## src/rtl/writeback_regfile.sv

```systemverilog
// writeback_regfile: MEM/WB writeback mux, 31x32 register file with write-first bypass, commit echo and retire counter
module writeback_regfile (
    input  logic        clk_i,
    input  logic        reset_i,
    input  logic        mw_valid_i,
    input  logic [31:0] mw_pcsrc_i,
    input  logic [31:0] mw_mem_data_read_i,
    input  logic [31:0] mw_alu_result_i,
    input  logic [4:0]  mw_write_addr_reg_i,
    input  logic [31:0] mw_offset_i,
    input  logic [1:0]  mw_dmem_to_reg_i,
    input  logic        mw_reg_write_i,
    input  logic [4:0]  rs1_addr_i,
    input  logic [4:0]  rs2_addr_i,
    output logic [31:0] rs1_data_o,
    output logic [31:0] rs2_data_o,
    output logic        wb_en_o,
    output logic [4:0]  wb_addr_o,
    output logic [31:0] wb_data_o,
    output logic [31:0] retire_count_o
);
    logic [31:0] regs [1:31];
    logic [31:0] wb_val;
    logic [31:0] retire_cnt;
    logic        commit;
    always_comb begin
        wb_val = mw_dmem_to_reg_i == 2'b00 ? mw_alu_result_i :
                 mw_dmem_to_reg_i == 2'b01 ? mw_mem_data_read_i :
                 mw_dmem_to_reg_i == 2'b10 ? mw_pcsrc_i + 32'd4 :
                                             mw_pcsrc_i + mw_offset_i;
        // gating on reset_i keeps the bypass from leaking data while in reset
        commit = reset_i && mw_valid_i && mw_reg_write_i && (mw_write_addr_reg_i != 5'd0);
    end
    always_comb begin
        rs1_data_o = rs1_addr_i == 5'd0 ? 32'd0 :
                     (commit && mw_write_addr_reg_i == rs1_addr_i) ? wb_val : regs[rs1_addr_i];
        rs2_data_o = rs2_addr_i == 5'd0 ? 32'd0 :
                     (commit && mw_write_addr_reg_i == rs2_addr_i) ? wb_val : regs[rs2_addr_i];
    end
    always_ff @(posedge clk_i or negedge reset_i) begin
        if (!reset_i) begin
            for (int i = 1; i < 32; i++) regs[i] <= '0;
            wb_en_o    <= 1'b0;
            wb_addr_o  <= '0;
            wb_data_o  <= '0;
            retire_cnt <= '0;
        end else begin
            wb_en_o <= commit;
            if (commit) begin
                regs[mw_write_addr_reg_i] <= wb_val;
                wb_addr_o <= mw_write_addr_reg_i;
                wb_data_o <= wb_val;
            end
            if (mw_valid_i) retire_cnt <= retire_cnt + 32'd1;
        end
    end
    assign retire_count_o = retire_cnt;
endmodule

```

## config.mk

```make
export PLATFORM = sky130hd
export DESIGN_NAME = writeback_regfile
export DESIGN_NICKNAME = d
export VERILOG_FILES = /design/src/rtl/writeback_regfile.sv
export SDC_FILE = /design/constraint.sdc
export NUM_CORES = 2
export LEC_CHECK = 0
export BUFFER_PORTS_ARGS = -buffer_cell sky130_fd_sc_hd__buf_4
export CORE_MARGIN = 2
export CORE_UTILIZATION = 45
export CTS_BUF_LIST = sky130_fd_sc_hd__clkbuf_8
export DETAILED_ROUTE_END_ITERATION = 8
export PLACE_DENSITY_LB_ADDON = 0.1
export SKIP_LAST_GASP = 1
export SLEW_MARGIN = 30
export SYNTH_ARGS = -nofsm -noshare
export SYNTH_HDL_FRONTEND = slang
export SYNTH_SLANG_ARGS = --single-unit
```

## constraint.sdc

```tcl
create_clock -name clk_i -period 2.8 [get_ports clk_i]
set_input_delay 0.28 -clock clk_i [delete_from_list [all_inputs] [get_ports clk_i]]
set_output_delay 0.28 -clock clk_i [all_outputs]
set_load 0.01 [all_outputs]
```

==> metrics.txt <==
Vias=44599; unique cell type count in the Yosys netlist=78; depth of the worst hold-timing path=4; # fillers=10952; share of cells above drive strength 1=about a third; post-synthesis mux area share=24.8%; #FFs+latches synth=1062; Reg2Reg Depth=10; Initial Utilization=a little under half; CP Max Fanout=3; Longest Clk Path Bufs=3; Compound-Gate Fraction of Synth Area=13.3%; most common cell after layout, fill and taps aside=nand2_1; Synth Area in XOR/XNOR=1.39%; root buffer cell=clkbuf_8; fmax=305 MHz; total power=about 41 mW; Flop pwr share=a little over two fifths; Period minus WS final=3.28 ns; Peak VDD IR=523 uV; worst r2r src=retire_count_o[0]$_DFFE_PN0P_; Post-Syn Instances=5121; placer congestion estimate=0.852; Port-buffer cells=approximately 280; CP arrival=3.00 ns; number of I/O pins=around 280; delay-heaviest family, CP=multiplexers; class of the worst hold path=in -> reg; Max-Cap Viols=0; syn avg cell area=11.2 um2; CTS Sinks=1062; combinational share of power=20.1%; vias in the first global route=44435; Internal Power=29.4 mW; ranking of synthesized cells by area=dfrtp_1 (46%), mux4_2 (23%), o21ai_0 (8.5%), nand2_1 (7.4%), clkbuf_1 (2.4%); Syn-to-layout area delta=23.5%; Hold Fails Final Rpt=0; Synth Net Count=5304; Final Net Count=5861; Core Rows=about 130; critical path type=reg -> out; worst path bufs/invs=1; Net Switching=12.0 mW; Reg clk slew, reported paths=about 0.060 ns; Max-slew headroom=35.3%; Post-synth EDFFs=0; DR DRC count=0; clock skew=0.0165 ns; Worst Path Required=2.52 ns; yosys warns=0; largest net degree at the start of global routing=178; Leakage=31.4 nW; Antenna Nets Post-Route=0; DP HPWL=129000 um; DRT iter0 DRCs=3974; critical path's slowest cell=mux4_2; DIE AREA=0.130 mm2; failing checks=setup timing; adder-cell share of the synthesized area=0.754%; die height=361 um; HP Start=mw_reg_write_i; setup ws final=-0.478 ns; sequential element share of the synthesized area=roughly 46%; Core ar.=around 0.13 mm2; Routed WL=193000 um; Crit. End Element=output port; Top FF cell, synth=dfrtp_1; switch share=just under 30%; First-pass DRT Iterations=5; Vias/cell=5.95; Routed WL per cell=25.8 um; Worst setup SP type=flip-flop; RR Endpoint=retire_count_o[28]$_DFFE_PN0P_; CP most frequent cell=mux4_2; top cell type's share of synthesized area=46.3%; Reg2Reg Setup Slack=0.45 ns; critical-path cell list=mux4_2 > mux4_2 > o211ai_1 > o21ai_4 > buf_4; setup violators final=64; antenna violations before repair=5; CTS H-tree lvls=4; final worst-path cycle share=117%; Critical Path Source=regs[542]$_DFFE_PN0P_; top cell type by total area after synthesis=dfrtp_1; total congestion overflow=0; Skew-Pair Late Insertion Delay=0.89 ns; Post-Synth Simple-Gate Area=9.72%; TritonCTS Buffers=181; commonest non-fill, non-tap cells in the layout=nand2_1 (1107), dfrtp_1 (1062), o21ai_0 (913); CP peak stage delay=0.48 ns; die width=around 360 um; main combinational cell family by area after synthesis=multiplexers; Worst Hold Endpoint=wb_addr_o[0]$_DFFE_PN0P_; Total GRT Usage=roughly 30%; Clock Power Share=a little over a third; first-pass GRT wire length=291000 um; Max Slew Vio Count=0; unrepaired setup endpoints after global routing=true; worst slew pin tran=0.970 ns; async set or reset register ratio after synthesis=between 90% and 100%; CTS tree=done; fin util=55.8%; Synth Cell Area=approximately 0.057 mm2; PwrDens=slightly below 600 mW/mm2; status=finished, violations left
==> timing repair <==
action / 4_1_cts / 5_1_grt
setup endpoints to repair: 64 / 64
pin swaps: 30 / 23
hold endpoints to repair: 189 / 16
hold buffers: 22 / 1
gates resized for setup: 149 / 21
buffers inserted: 18 / 34
==> worst min-delay path: cells and delay by family <==
| kind | cells | cell delay [ns] |
|---|---|---|
| buffers and inverters | 2 | 0.27 |
| AO/OA/AOI/OAI | 1 | 0.14 |
| AND/OR/NAND/NOR | 1 | 0.22 |
==> metrics by stage <==
step	TNS (ns)	cell area [um2]	hold slack, ns	setup WS (ns)	instances
3_3_place_gp	-150.21	65600	0.464	-0.844	7086
2_1_floorplan	-0.00661	57500	-0.0156	-0.00661	5121
6_report	-22.31	70900	0.0634	-0.478	7491
5_1_grt	-28.62	70900	0.0670	-0.577	7490
3_5_place_dp	-164.26	65600	0.469	-0.832	7086
4_1_cts	-26.52	70400	0.00587	-0.546	7451
==> synth_stat cells (4+ instances only) <==
| cell type | n |
|---|---|
| nor3_1 | 14 |
| nor4_1 | 4 |
| clkbuf_1 | 372 |
| o21ai_1 | 127 |
| a22o_1 | 65 |
| nor2_1 | 58 |
| and3_1 | 12 |
| xor2_1 | 37 |
| o21ai_2 | 31 |
| nand3_1 | 27 |
| a211oi_1 | 4 |
| nand2_1 | 1139 |
| mux4_2 | 576 |
| xnor2_1 | 54 |
| buf_6 | 12 |
| a21oi_1 | 38 |
| buf_1 | 34 |
| mux2i_1 | 36 |
| o21ai_0 | 972 |
| buf_4 | 9 |
| a21o_1 | 8 |
| o211ai_1 | 62 |
| ha_1 | 33 |
| dfrtp_1 | 1062 |
| nor2b_1 | 7 |
| clkbuf_2 | 12 |
| buf_2 | 60 |
| and4_1 | 7 |
| inv_1 | 16 |
| mux2_2 | 76 |
| nand2b_1 | 66 |
| nand4_1 | 23 |
==> cell type report <==
type                    instances  area [um2]  share of cell area (%)
flip-flops and latches       1062       26600                    37.5
multi-input cells            3542       29700                    41.9
well taps                    1662        2080                    2.93
repair buffers                874        8550                    12.1
clock inverters                88         583                   0.822
clock buffers                 243        3340                    4.72
diodes                          3        7.51                  0.0106
inverters                      17        63.8                  0.0900
==> cells by family after synthesis <==
| family | after synthesis |
|---|---|
| AOI/OAI and AO/OA | 1355 |
| xor gates and xnor gates | 91 |
| adders and majority gates | 34 |
| buffers and inverters | 517 |
| DFF | 1062 |
| muxes | 689 |
| and+or+nand+nor | 1373 |
==> worst max-delay path by stage <==
stage	end	slack, ns	cells after the start
6_report	rs2_data_o[30]	-0.48	5
5_1_grt	rs2_data_o[3]	-0.58	7
4_1_cts	rs2_data_o[3]	-0.55	7
3_5_place_dp	rs2_data_o[30]	-0.83	16
3_3_place_gp	rs2_data_o[30]	-0.84	16
2_1_floorplan	rs1_data_o[24]	-0.007	13
==> registers in the layout, indices dropped and copies added, names as in the netlist <==
name	cells
regs	992
retire_count_o	32
wb_data_o	32
wb_addr_o	5
wb_en_o	1
==> layer usage <==
layer	part of all wire [%]	GRT usage, %	vias up
met4	2.7	8.57	0
li1	-	-	19836
met1	45	44.1	22721
met3	7.8	6.05	335
met2	45	45.1	1707
met5	0	0	-
==> power by group through the flow <==
stage	Sequential (mW)	Clock [mW]	Combinational (mW)
CTS	18.0	15.3	8.22
global placement	18.2	0	7.86
detailed placement	18.2	0	7.97
global route	18.2	16.1	9.02
floorplan	17.9	0	4.53
finish	18.0	15.1	8.33
(Power assumes the default switching activity.)
